### src/rtl/op_sequencer.sv
// Sequencer for the EX_12 block: latches a/b on start, then steps sel 00..11 with a DWELL-cycle hold per code.
// Optional SEQ_LOOP_EN adds a loop input that restarts the pass with fresh operands instead of finishing.
module op_sequencer #(
    parameter int WIDTH = 4,
    parameter int DWELL = 3,
    parameter int CW    = 8
) (
    input  logic             clk,
    input  logic             reset,
    input  logic             start,
`ifdef SEQ_LOOP_EN
    input  logic             loop,
`endif
    input  logic [WIDTH-1:0] a_in,
    input  logic [WIDTH-1:0] b_in,
    output logic [WIDTH-1:0] a,
    output logic [WIDTH-1:0] b,
    output logic [1:0]       sel,
    output logic             valid,
    output logic             busy,
    output logic             done
);

    // A dwell of zero would never advance, so it is clamped to one cycle.
    localparam int          DW   = (DWELL < 1) ? 1 : DWELL;
    localparam logic [CW-1:0] LAST = CW'(DW - 1);

    typedef enum logic [1:0] {
        IDLE = 2'd0,
        RUN  = 2'd1,
        FIN  = 2'd2
    } state_t;

    state_t           state, state_d;
    logic [CW-1:0]    cnt, cnt_d;
    logic [WIDTH-1:0] a_d, b_d;
    logic [1:0]       sel_d;
    logic             valid_d, busy_d, done_d;
    logic             wrap;

    always_ff @(posedge clk or negedge reset) begin
        if (!reset) begin
            state <= IDLE;
            cnt   <= '0;
            a     <= '0;
            b     <= '0;
            sel   <= 2'b00;
            valid <= 1'b0;
            busy  <= 1'b0;
            done  <= 1'b0;
        end else begin
            state <= state_d;
            cnt   <= cnt_d;
            a     <= a_d;
            b     <= b_d;
            sel   <= sel_d;
            valid <= valid_d;
            busy  <= busy_d;
            done  <= done_d;
        end
    end

    always_comb begin
        state_d = state;
        cnt_d   = cnt;
        a_d     = a;
        b_d     = b;
        sel_d   = sel;
        valid_d = valid;
        busy_d  = busy;
        done_d  = 1'b0;
`ifdef SEQ_LOOP_EN
        wrap    = loop;
`else
        wrap    = 1'b0;
`endif

        case (state)
            IDLE: begin
                sel_d   = 2'b00;
                valid_d = 1'b0;
                busy_d  = 1'b0;
                if (start) begin
                    a_d     = a_in;
                    b_d     = b_in;
                    cnt_d   = '0;
                    valid_d = 1'b1;
                    busy_d  = 1'b1;
                    state_d = RUN;
                end
            end
            RUN: begin
                if (cnt != LAST) begin
                    cnt_d = cnt + 1'b1;
                end else if (sel != 2'b11) begin
                    sel_d = sel + 2'b01;
                    cnt_d = '0;
                end else if (wrap) begin
                    // Loop restart re-samples the operands and keeps the handshake live.
                    sel_d = 2'b00;
                    cnt_d = '0;
                    a_d   = a_in;
                    b_d   = b_in;
                end else begin
                    state_d = FIN;
                    valid_d = 1'b0;
                    busy_d  = 1'b0;
                    done_d  = 1'b1;
                    sel_d   = 2'b00;
                    cnt_d   = '0;
                end
            end
            FIN: begin
                state_d = IDLE;
            end
            default: begin
                state_d = IDLE;
            end
        endcase
    end

endmodule

### config.mk
export PLATFORM = sky130hd
export DESIGN_NAME = op_sequencer
export DESIGN_NICKNAME = d
export VERILOG_FILES = /design/src/rtl/op_sequencer.sv
export SDC_FILE = /design/constraint.sdc
export NUM_CORES = 1
export LEC_CHECK = 0
export CORE_ASPECT_RATIO = 0.6
export CORE_MARGIN = 3
export CORE_UTILIZATION = 40
export DETAILED_ROUTE_END_ITERATION = 10
export GPL_TIMING_DRIVEN = 0
export PLACE_DENSITY_LB_ADDON = 0.08
export RECOVER_POWER = 100
export SLEW_MARGIN = 20
export SYNTH_ARGS = -nofsm -noshare
export SYNTH_HDL_FRONTEND = slang
export SYNTH_SLANG_ARGS = --single-unit
export TNS_END_PERCENT = 100
### constraint.sdc
create_clock -name clk -period 1.6 [get_ports clk]
set_input_delay 0.32 -clock clk [delete_from_list [all_inputs] [get_ports clk]]
set_output_delay 0.32 -clock clk [all_outputs]
set_load 0.03 [all_outputs]
After elaboration in Yosys (flattened, before gate mapping) --
Cells that the tools add are included. Widths: inputs -> output; s select.
Storage, ports and cells: register bits after elaboration 22, input port bits 11, output and inout port bits 13, logic and storage cells 39
Operators by class: add/sub/neg operators 2, equality and inequality tests 6, mux-type cells 17, reductions and logical operators 7
Operators with widths (count):
- $mux 8 | 2
- $pmux 8 s2 | 1
- $mux 2 | 5
- $add 8x1->8 const B | 1
- $ne 2x2->1 const B | 4
- $ne 8x2->1 const B | 1
- $pmux 2 s2 | 2
- $mux 1 | 6
- $reduce_and 2->1 | 3
- $reduce_and 3->1 | 2
- $add 2x1->2 const B | 1
- $eq 2x1->1 const B | 1
- $logic_not 2->1 | 1
- $pmux 1 s2 | 1
- $reduce_bool 2->1 | 1

Logic depth before layout (Yosys ltp) --
depth after elaboration 4, gate-level depth with buffers 6, gate-level depth less buffers 6

Worst setup path before layout --
Ideal clock, no wire load.
path kind register to register, start point register cnt[0], end point register sel[1], library setup time 0.121 ns, arrival 1.435 ns, data required time 1.479 ns, slack 0.044 ns, cell stages (with the launch flop) 7, buffers on the path 0, period minus slack after synthesis 1.556 ns, path through dfrtp_1 -> inv_1 -> ha_1 -> nor4b_4 -> nand2_4 -> mux2_4 -> a22o_1
On the way: word-level cells in the longest chain between the ends 3
Ends and longest elaborated chain:
- start, declared | RTL line 35 | logic [CW-1:0] cnt, cnt_d;
- start signal, assigned | RTL line 53 | cnt <= cnt_d;
- $ne 8x2->1 | RTL line 93 | if (cnt != LAST) begin
- $ne 2x2->1 (no source line)
- $reduce_and 2->1 (no source line)
- end signal, assigned | RTL line 56 | sel <= sel_d;
- end, declared | RTL line 18 | output logic [1:0] sel,
No other way between the ends. A chain may end at the register's enable or synchronous reset.

Worst setup path after layout --
start point register cnt[3], end point register sel[1]
Same word-level chain as after synthesis.

==> impl_metrics.ini <==
[synthesis]
avgSynthCellArea_um2 = 11.4
syn_inst = 94
syn_nets = 108
seq_area_frac_synth_pct = 51.5
synth_seq_cells = 22
syn-cell-area_um2 = 1070
synthFlopType = dfrtp_1
ys_warn_count = 0
synth.distinct_cells = 36
synth_edf_count = 0
async_flop_share_pct = 100

[die]
start_util_pct = 45.7
io_pins = 24
coreArea_um2 = 2340
rows = 13
die_y_um = 46.1
fp.dieW_um = 72.8
dieArea_um2 = 3350

[worst_setup_path]
start_kind = flop
crit_chain = buf_6 -> nor4b_4 -> buf_4 -> nand2_4 -> mux2_4 -> a22o_1
worstSetupPathType = flop to flop
cp_top_family = flip-flops
crit_fanout = 9
slowest_delay_ps = 380
crit_buf_inv = 2
worstPathArrival_ps = 1740
worstSetupEndpointType = flop
cp_slowest_cell = dfrtp_1
worstPathRequired_ps = 1760

[cells_and_area]
nNetsFinal = 140
layout-drive-gt1-share_pct = 23.2
area_delta_synth_final_pct = 32.6
instances_no_fill = 155
diodes = 0
fill_cells = 205
regArea_um2 = 552
finish.instance_area_um2 = 1420
multiInputGateArea_um2 = 499

[sta]
period_share_pct = 98.9
grt_setup_unrepaired = true
setup_viol = 0
period_needed_ps = 1580
setup_tns_ps = 0
skew_ps = 8.00
max_freq_mhz = 632
tightest_slew_ps = 1160
final-max-slew-violation-count = 0
relSlewSlack_pct = 22.6
finalHoldViolCount = 0

[clock_network]
clockBufferDepth = 2
clk_pin_slew_worst_paths_ps = 80
cts_made_buffers = 3
ctsHtreeMaxLevel = 1
cts_sinks = 22
clk_latency_ps = 270
cts_tree = yes
cts_root_buffer = clkbuf_8

[flow_run]
cap_violations = 0

[grt]
grt_first_pass_wirelength_um = 3860
grt_max_degree = 23
grt_remaining_overflow = 0
grt_usage_pct = 15.7
grt_pass1_vias = 823
antenna_found_initial = 0

[detailed_routing]
first_iter_violations = 48
avgViaCountPerCell = 5.17
firstDrtPassIters = 4
wl_per_cell_um = 13.8
routed_wl_um = 2140
dr_total_vias = 802
drtAntennaViolNets = 0
drc = 0

[power]
power_mw = 1.05
peakVddDrop_mv = 0.381
leakagePower_nw = 0.667
power_density_nw_per_um2 = 738

[run_status]
status = completed

[placed_design]
gp_congestion = 0.745
place_area_um2 = 1340
dp_hpwl_um = 1520
dp.cells = 147
io_buffers = 23

[hold_path]
hp-class = primary input to async pin
==> synthesized netlist by cell type (2+ instances only) <==
library cell	n	area [um2]
nand2_1	7	26.3
mux2_2	8	90.1
and3_1	2	12.5
a22o_1	2	17.5
nand3_1	4	20.0
a21oi_1	6	30.0
inv_1	4	15.0
nor3_1	2	10.0
nand2b_1	2	12.5
o21ai_0	6	30.0
dfrtp_1	22	551
nor2b_1	2	12.5
nor3b_1	2	15.0
ha_1	3	37.5
==> final cells by class <==
type	instances	area share [%]
inverter	4	1.06
multi-input combinational	64	35.2
sequential	22	38.9
buffer	4	1.94
timing repair buffer	27	16.4
clock buffer	4	3.88
tap	30	2.65
==> power by group <==
group	internal [mW]	leakage [nW]	switching (mW)
Combinational	0.0366	0.377	0.0413
Clock	0.220	0.0288	0.180
Sequential	0.566	0.261	0.00480
Total	0.822	0.667	0.226
==> layout by cell type (no fill, tap or decap), types with 4 or more instances in the layout <==
cell,instances
nand3_1,4
mux2_2,8
clkbuf_8,4
a21oi_1,6
buf_4,5
dlygate4sd2_1,12
clkdlybuf4s50_1,9
o21ai_0,6
nand2_1,7
dfrtp_1,21
==> per-stage QoR <==
step           hold slack [ps]  worst slack, ps  util [%]
3_5_place_dp               499             -166      57.1
3_3_place_gp               490             -174      57.1
4_1_cts                    512             3.86      59.5
6_report                   262             18.0      60.6
2_1_floorplan             24.4             43.6         -
5_1_grt                    373            -57.0      60.6
==> worst paths after layout <==
check	from	endpoint	slack, ps	cells past startpoint
setup / recovery	cnt[3]	sel[1]	20	6
hold / removal	reset	state[0]	260	1
setup reg to reg	cnt[3]	sel[1]	20	6
hold reg to reg	b[2]	b[2]	510	1
max in group asynchronous	reset	cnt[1]	560	1
min in group clk	b[2]	b[2]	510	1
==> layer usage <==
metal | track usage [%] | vias to the layer above | wire length, um
li1 | - | 397 | -
met1 | 20.0 | 385 | 1080
met2 | 24.4 | 16 | 918
met3 | 5.88 | 4 | 103
met4 | 6.62 | 0 | 36
met5 | 0 | - | 0
==> logic make-up (layout without fill, tap and decap cells) <==
group	after synthesis	in the layout	synth area share, %
AND/OR/NAND/NOR	30	30	18.0
flip-flops	22	22	51.5
AO/OA/AOI/OAI	21	21	12.3
multiplexers	10	10	10.8
buffers and inverters	8	39	3.98
adder cells (fa/ha/maj)	3	3	3.51
==> state kept, by name, summed over array words and instances, names as in the netlist <==
name / count
cnt: 8
sel: 2
b: 4
state: 2
done: 1
a: 4
busy: 1
==> repair_timing <==
action                                 CTS  global route
resized for setup                       12             7
setup endpoints to repair               14             9
hold buffers                             0             0
buffers inserted                         2             2
pin swaps                                1             1
endpoints found under the hold margin    0             0
No activity file was read; power rests on OpenSTA's default activity.
